### src/rtl/sar_adc_pkg.sv
// Shared definitions for the successive-approximation ADC controller.
//   sar_state_t   : controller state encoding
//   DEF_*         : default resolution and timing parameters
//   conv_latency  : cycles from accepted start to the edge that raises done
//   timer_width   : width of the shared SAMPLE/SETTLE down-counter
package sar_adc_pkg;

  typedef enum logic [2:0] {
    IDLE,
    SAMPLE,
    SETTLE,
    DECIDE,
    DONE
  } sar_state_t;

  localparam int unsigned DEF_WIDTH         = 10;
  localparam int unsigned DEF_SAMPLE_CYCLES = 4;
  localparam int unsigned DEF_CMP_SETTLE    = 1;

  function automatic int unsigned conv_latency(input int unsigned width,
                                               input int unsigned sample_cycles,
                                               input int unsigned cmp_settle);
    return sample_cycles + width * (cmp_settle + 1);
  endfunction

  function automatic int unsigned timer_width(input int unsigned a,
                                              input int unsigned b);
    return $clog2((a > b) ? a : b) + 1;
  endfunction

  localparam int unsigned CONV_LATENCY =
    conv_latency(DEF_WIDTH, DEF_SAMPLE_CYCLES, DEF_CMP_SETTLE);

endpackage

### src/rtl/sar_cycle_timer.sv
// Loadable down-counter with a zero flag, used to time the track window and
// the comparator settling window.
//   clk, rst  : clock, asynchronous active-high reset
//   load      : load load_val this cycle (takes priority over counting)
//   load_val  : value to load
//   zero      : counter is at zero (it stops there until reloaded)
module sar_cycle_timer #(
  parameter int unsigned CW = 3
) (
  input  logic          clk,
  input  logic          rst,
  input  logic          load,
  input  logic [CW-1:0] load_val,
  output logic          zero
);

  logic [CW-1:0] cnt;

  always_ff @(posedge clk or posedge rst) begin
    if (rst) begin
      cnt <= '0;
    end else if (load) begin
      cnt <= load_val;
    end else if (cnt != '0) begin
      cnt <= cnt - 1'b1;
    end
  end

  assign zero = (cnt == '0);

endmodule

### src/rtl/sar_adc_ctrl.sv
// Successive-approximation ADC controller. Tracks the input for SAMPLE_CYCLES,
// holds it, then resolves one bit per step MSB first by driving a trial code
// to the DAC and reading back the comparator.
//   clk, rst  : clock, asynchronous active-high reset
//   start     : conversion request, accepted only in IDLE or DONE
//   cmp_in    : comparator, 1 = held input >= DAC(dac_code)
//   sh_hold   : sample/hold switch, 0 = track, 1 = hold
//   dac_code  : trial code to the DAC
//   busy      : conversion in progress
//   done      : one-cycle pulse when data_out updates
//   data_out  : last completed conversion result
module sar_adc_ctrl
  import sar_adc_pkg::*;
#(
  parameter int unsigned WIDTH         = DEF_WIDTH,
  parameter int unsigned SAMPLE_CYCLES = DEF_SAMPLE_CYCLES,
  parameter int unsigned CMP_SETTLE    = DEF_CMP_SETTLE
) (
  input  logic             clk,
  input  logic             rst,
  input  logic             start,
  input  logic             cmp_in,
  output logic             sh_hold,
  output logic [WIDTH-1:0] dac_code,
  output logic             busy,
  output logic             done,
  output logic [WIDTH-1:0] data_out
);

  localparam int unsigned IW = $clog2(WIDTH);
  localparam int unsigned TW = timer_width(SAMPLE_CYCLES, CMP_SETTLE);

  localparam logic [TW-1:0]    SAMPLE_LOAD = TW'(SAMPLE_CYCLES - 1);
  localparam logic [TW-1:0]    SETTLE_LOAD = TW'(CMP_SETTLE - 1);
  localparam logic [IW-1:0]    MSB_IDX     = IW'(WIDTH - 1);
  localparam logic [WIDTH-1:0] MSB_CODE    = {1'b1, {(WIDTH-1){1'b0}}};

  sar_state_t       state;
  logic [IW-1:0]    bit_idx;
  logic             tmr_load;
  logic [TW-1:0]    tmr_load_val;
  logic             tmr_zero;
  logic [WIDTH-1:0] resolved;
  logic [WIDTH-1:0] next_trial;

  sar_cycle_timer #(
    .CW(TW)
  ) u_timer (
    .clk      (clk),
    .rst      (rst),
    .load     (tmr_load),
    .load_val (tmr_load_val),
    .zero     (tmr_zero)
  );

  // Timer loads coincide with the state transitions that start a timed window.
  always_comb begin
    tmr_load     = 1'b0;
    tmr_load_val = SETTLE_LOAD;
    case (state)
      IDLE, DONE: begin
        if (start) begin
          tmr_load     = 1'b1;
          tmr_load_val = SAMPLE_LOAD;
        end
      end
      SAMPLE:  tmr_load = tmr_zero;
      DECIDE:  tmr_load = (bit_idx != '0);
      default: ;
    endcase
  end

  // Current bit is already 1 in the trial code; a low comparator clears it.
  always_comb begin
    resolved = dac_code;
    if (!cmp_in) begin
      resolved[bit_idx] = 1'b0;
    end
    next_trial = resolved;
    if (bit_idx != '0) begin
      next_trial[bit_idx - 1'b1] = 1'b1;
    end
  end

  always_ff @(posedge clk or posedge rst) begin
    if (rst) begin
      state    <= IDLE;
      bit_idx  <= '0;
      sh_hold  <= 1'b0;
      dac_code <= '0;
      busy     <= 1'b0;
      done     <= 1'b0;
      data_out <= '0;
    end else begin
      done <= 1'b0;
      case (state)
        IDLE: begin
          if (start) begin
            state <= SAMPLE;
            busy  <= 1'b1;
          end
        end
        SAMPLE: begin
          if (tmr_zero) begin
            state    <= SETTLE;
            sh_hold  <= 1'b1;
            bit_idx  <= MSB_IDX;
            dac_code <= MSB_CODE;
          end
        end
        SETTLE: begin
          if (tmr_zero) begin
            state <= DECIDE;
          end
        end
        DECIDE: begin
          if (bit_idx != '0) begin
            dac_code <= next_trial;
            bit_idx  <= bit_idx - 1'b1;
            state    <= SETTLE;
          end else begin
            data_out <= resolved;
            done     <= 1'b1;
            sh_hold  <= 1'b0;
            busy     <= 1'b0;
            dac_code <= '0;
            state    <= DONE;
          end
        end
        DONE: begin
          if (start) begin
            state <= SAMPLE;
            busy  <= 1'b1;
          end else begin
            state <= IDLE;
          end
        end
        default: state <= IDLE;
      endcase
    end
  end

endmodule

### config.mk
export PLATFORM = sky130hd
export DESIGN_NAME = sar_adc_ctrl
export DESIGN_NICKNAME = d
export VERILOG_FILES = /design/src/rtl/sar_adc_pkg.sv /design/src/rtl/sar_cycle_timer.sv /design/src/rtl/sar_adc_ctrl.sv
export SDC_FILE = /design/constraint.sdc
export NUM_CORES = 1
export LEC_CHECK = 0
export CORE_ASPECT_RATIO = 1.4
export CORE_MARGIN = 5
export CORE_UTILIZATION = 55
export DETAILED_ROUTE_END_ITERATION = 8
export PLACE_DENSITY = 0.86
export RECOVER_POWER = 50
export SLEW_MARGIN = 20
export SYNTH_ARGS = -nofsm -noshare
export SYNTH_HDL_FRONTEND = slang
export SYNTH_HIERARCHICAL = 1
export SYNTH_SLANG_ARGS = --single-unit
export TNS_END_PERCENT = 50
### constraint.sdc
create_clock -name clk -period 3 [get_ports clk]
set_input_delay 0.3 -clock clk [delete_from_list [all_inputs] [get_ports clk]]
set_output_delay 0.3 -clock clk [all_outputs]
set_load 0.05 [all_outputs]
Word-level counts from Yosys, hierarchy flattened. Cells that the tools add are included.

Word-level logic and storage cells: 74. RAM bits: 0. Memories kept: 0. Output and inout port bits: 23. Bits in read-only memories: 0. Bits of input ports: 4. Register bits after elaboration: 33. Bits in latches: 0.

Divide/modulo/power cells: 0. Bitwise logic cells: 4. Reduce and logical (&&, ||, !) cells: 16. Eq/ne operators: 10. Order comparisons: 4. Shift operators: 0. Add/sub/neg operators: 2. $mul: 0. Multiplexer cells: 30.

Operators with widths (count): $mux 10 (3); $pmux 10 s2 (1); $mux 3 (6); $pmux 3 s5 (1); $reduce_and 3->1 (4); $and 10x10->10 (1); $lt 4x5->1 const B (2); $ne 2x2->1 const B (5); $not 10->10 (1); $or 10x10->10 (1); $mux 1 (9); $demux 1 s4 (2); $ge 4x1->1 const B (2); $mux 4 (2); $pmux 4 s2 (1); $eq 3x2->1 const B (2); $logic_not 3->1 (2); $reduce_bool 2->1 (3); $mux 2 (2); $pmux 1 s2 (2); $reduce_and 2->1 (2); $reduce_bool 4->1 (1); $sub 4x1->4 const B (1); $eq 3x1->1 const B (1); other kinds (8) (9).

Longest topological paths before layout.
Depth in word-level cells: 10. Depth in mapped cells: 9. Mapped depth without buffers: 9.

By module. Netlist, hierarchy kept.

Modules (own cells, without submodules): sar_adc_ctrl (area each 1707.9 um2, sequential area each 750.7 um2, times used 1, cells each 168); sar_cycle_timer (area each 203.9 um2, sequential area each 75.1 um2, times used 1, cells each 22).

Worst setup path after synthesis. Ideal clock, no wire load.

Path kind: register to register. Start: register bit_idx[0]. End: register u_timer.cnt[0]. Stages on the path, launching flop included: 9. Data arrival time: 1.705 ns. Buffers on the path: 1. Clock period less this slack: 1.842 ns. Setup time: 0.137 ns. Path slack: 1.158 ns. Required time: 2.863 ns. Cell sequence: dfrtp_1 inv_1 ha_1 a21oi_1 buf_2 nor2_1 nand2_1 nor4b_1 a221oi_1.

Cells in the longest elaborated chain, start to end: 3. Elaborated cells on any way between the ends: 4. Classes of those cells: mux (2); reduce/logical (2).

RTL lines: start, declared (RTL line sar_adc_ctrl.sv:39) `logic [IW-1:0] bit_idx;`; start signal, assigned (RTL line sar_adc_ctrl.sv:119) `bit_idx <= bit_idx - 1'b1;`; $reduce_bool 4->1 * (RTL line sar_adc_ctrl.sv:68) `DECIDE: tmr_load = (bit_idx != '0);`; $pmux 1 s3 * (RTL line sar_adc_ctrl.sv:60) `case (state)`; net tmr_load (RTL line sar_adc_ctrl.sv:40) `logic tmr_load;`; $mux 3 / $reduce_bool 2->1 (equally long branches); end signal, assigned (RTL line sar_cycle_timer.sv:23) `cnt <= load_val;`; end signal, assigned (RTL line sar_cycle_timer.sv:25) `cnt <= cnt - 1'b1;`; end, declared (RTL line sar_cycle_timer.sv:17) `logic [CW-1:0] cnt;`.

The timed path passes the listed nets; every way through them passes the cells marked *. A chain may end at the register's enable or synchronous reset.

Worst setup path in the final report.
Start: register bit_idx[0]. End: register data_out[5].

Cells in the longest elaborated chain, start to end: 7. Elaborated cells on any way between the ends: 11. Classes of those cells: order compare (2); mux (3); bitwise (3); reduce/logical (3).

RTL lines: $lt 4x5->1 (not written as such) / $ge 4x1->1 (equally long branches) (RTL line sar_adc_ctrl.sv:77) `resolved[bit_idx] = 1'b0;`; $logic_and 1x1->1 (not written as such) (RTL line sar_adc_ctrl.sv:77); $mux 1 (not written as such) (RTL line sar_adc_ctrl.sv:77); $demux 1 s4 (RTL line sar_adc_ctrl.sv:77); $not 10->10 (no source line); $and 10x10->10 (no source line); $mux 10 (RTL line sar_adc_ctrl.sv:76) `if (!cmp_in) begin`; end signal, assigned (RTL line sar_adc_ctrl.sv:122) `data_out <= resolved;`; end, declared (RTL line sar_adc_ctrl.sv:27) `output logic [WIDTH-1:0] data_out`.

Parallel ways exist; a longest one is shown, timed or not.

==> results.tsv <==
stage	metric	value	unit
status	outcome	finished, violations left	
status	violated checks	max-capacitance violations, max-slew violations	
sta	Final Max Slew Viols	31	
setup_path	Critical Path RT	3.18	ns
global_routing	first-pass GRT wire length	6844	um
power	combinational share of power	57.3	%
global_routing	initial antenna violation count	0	
die	Ports	27	
layout	final cell count without fillers	257	
yosys	register area share after synthesis	43.19	%
placed_design	Detail Placement HPWL	2875	um
global_routing	total gr overflow	0	
clock_tree	H-tree lvl count	2	
sta	worst-case clock skew	0.006025	ns
sta	final setup violation count	0	
run	maxcap violations	1	
clock_tree	clock-pin slew on the worst setup and hold paths	0.07	ns
detailed_routing	DRC viols	0	
yosys	flops & latches, synth	33	
power	switch share	50.09	%
yosys	synth unique cells	57	
detailed_routing	DRT Wirelength	3953	um
clock_tree	hold_buf cts	0	
global_routing	GRT Util Overall	19.37	%
yosys	Avg Cell Area, Syn	10.06	sq um
sta	Slew Limit Headroom	-7.415	%
yosys	syn_nets	201	
die	Die ar.	4772	sq um
clock_tree	CTS tree	built	
sta	minimum clock period	2.222	ns
die	Rows	25	
placed_design	global placement routability congestion	0.7955	
min_path	Hold Path Class	in -> async	
yosys	Gate Count Post-Synth	190	
layout	share of cells above drive strength 1	12.44	%
layout	commonest non-fill, non-tap cell in the layout	dfrtp_1	
die	Initial Util	56.59	%
setup_path	CP Launch Type	flop	
power	leakage power	1.045	nW
sta	Final Hold Viols	0	
layout	most frequent cells in the layout	dfrtp_1, nand2_1, inv_1	
yosys	Cell Area, Synth	1912	sq um
clock_tree	CTS root buffer	clkbuf_8	
power	Worst VDD drop	0.0006570	V
detailed_routing	via count	1471	
detailed_routing	Routed WL per cell	15.38	um
layout	Area Growth Syn to Fin	17.54	%
setup_path	Worst Path Max Fanout	21	
detailed_routing	detail-routed via count per cell	5.724	
global_routing	most used routing layer	met2	
power	share of power burned in registers	31.2	%
clock_tree	CTS buffer count	5	
placed_design	placed cell count	249	
detailed_routing	initial DRC count	58	
sta	Max Clock Freq	0.4499	GHz
power	Pwr Total	2.807	mW
yosys	ys flop type	dfrtp_1	
sta	Final period util	74.08	%
global_routing	GRT met3 Usage	4.531	%
global_routing	grt met1 use	22.64	%
setup_path	crit path DAT	2.40	ns
clock_tree	Worst-Skew Late Latency	0.29	ns
yosys	ys async rst share	100.0	%
sta	RSZ-0062 raised after global routing	no	
clock_tree	clock sinks	33	
global_routing	met2 usage	30.63	%
layout	Antenna Diode Count	0	
power	clock power share	11.4	%
clock_tree	Clock Tree Buf Depth	2	
die	Core ar.	3378	sq um
die	die height	79.76	um
power	pwr dens	1249	nW/um^2
sta	worst-margin pin slew	1.611	ns
layout	Final #Nets	227	
placed_design	port bufs	26	
sta	final setup TNS	0	ns
power	P_sw	1.406	mW
global_routing	vias in the first global route	1475	
yosys	EDFF count, synth	0	
detailed_routing	Pre-Repair DR Iteration Count	4	
die	Die Wd	59.83	um
power	internal power	1.401	mW
yosys	Ys Warns	6	
clock_tree	CTS resizes	0	
setup_path	Crit. End Element	flop	
layout	utilization after layout	66.52	%
clock_tree	Post-CTS Setup Bufs	0	
global_routing	largest net degree at the start of global routing	31	
setup_path	critical path class	reg -> reg	
detailed_routing	DRT antenna net count	0	
per-stage QoR:
stage	worst slack, ns	hold WS (ns)	area, sq um
5_1_grt	0.5297	0.3399	2247
2_1_floorplan	1.158	0.05364	1912
3_5_place_dp	0.7723	0.4538	2168
4_1_cts	0.7514	0.1937	2251
3_3_place_gp	0.8526	0.4592	2168
6_report	0.7775	0.3253	2247
worst max-delay path, cell delays in order, from the launching register on:
cell	delay [ns]
dfrtp_1	0.50
inv_1	0.13
ha_1	0.53
and2b_2	0.28
nand4b_4	0.28
mux2_4	0.39
power groups by stage:
stage,registers (mW),logic (mW),clock network (mW)
after floorplan,1.22,0.868,0
after CTS,0.880,1.64,0.329
after global routing,0.916,1.73,0.351
after detailed placement,0.883,1.63,0
final,0.877,1.61,0.321
after global placement,0.873,1.59,0
layer usage:
metal | wire length [um] | up-vias
met5 | 0 | -
met4 | 169 | 0
met3 | 207 | 15
met2 | 2023 | 48
met1 | 1552 | 680
li1 | - | 728
flip-flops by register name, indices dropped and copies added, names as in the netlist:
register / count
done: 1
dac_code: 10
data_out: 10
busy: 1
bit_idx: 4
state: 3
sh_hold: 1
u_timer/cnt: 3
cell type report:
class / count / area [sq um]
timing repair buffer: 28 / 271.5
clock buffer: 6 / 72.57
tap: 40 / 50.05
inverter: 18 / 67.56
multi-input combinational: 130 / 949.7
clock inverter: 2 / 10.01
sequential: 33 / 825.8
fill: 280 / 1131
path summary, 6_finish.rpt:
check                            start             end  slack [ns]  cells past startpoint
max                         bit_idx[0]     data_out[5]        0.78                      5
min                                rst  u_timer/cnt[1]        0.33                      2
max reg2reg                 bit_idx[0]     data_out[5]        0.78                      5
min reg2reg                data_out[3]     data_out[3]        0.47                      2
max in group asynchronous          rst      bit_idx[0]        1.03                      3
min in group clk           data_out[3]     data_out[3]        0.47                      2
Yosys cell counts (2+ instances only):
cell type / count / area (sq um)
buf_4: 2 / 15.01
nand2b_1: 3 / 18.77
and2b_2: 2 / 17.52
mux2_4: 2 / 30.03
xnor2_1: 3 / 26.28
a22o_1: 4 / 35.03
nor3_1: 3 / 15.01
o41ai_1: 2 / 17.52
ha_1: 7 / 87.58
buf_6: 3 / 33.78
a21o_1: 4 / 30.03
nand4b_1: 2 / 17.52
a221oi_1: 2 / 17.52
nand2_1: 23 / 86.33
nor4b_1: 3 / 26.28
nor2b_1: 4 / 25.02
buf_2: 4 / 20.02
nor2_1: 9 / 33.78
o221ai_1: 2 / 17.52
o21ai_0: 15 / 75.07
inv_1: 18 / 67.56
o21ai_1: 3 / 15.01
a21oi_1: 4 / 20.02
dfrtp_1: 33 / 825.8
cell families (layout without fill, tap and decap cells):
group	after synthesis	after routing	share of synthesized area (%)
xor gates and xnor gates	3	3	1.375
muxes	4	4	2.683
and+or+nand+nor	62	62	19.50
DFF	33	33	43.19
AOI/OAI and AO/OA	53	53	21.34
other	1	1	0.1961
buffers and inverters	27	54	7.133
adders and majority gates	7	7	4.581
Note: power is estimated with default switching activity, not from simulation.
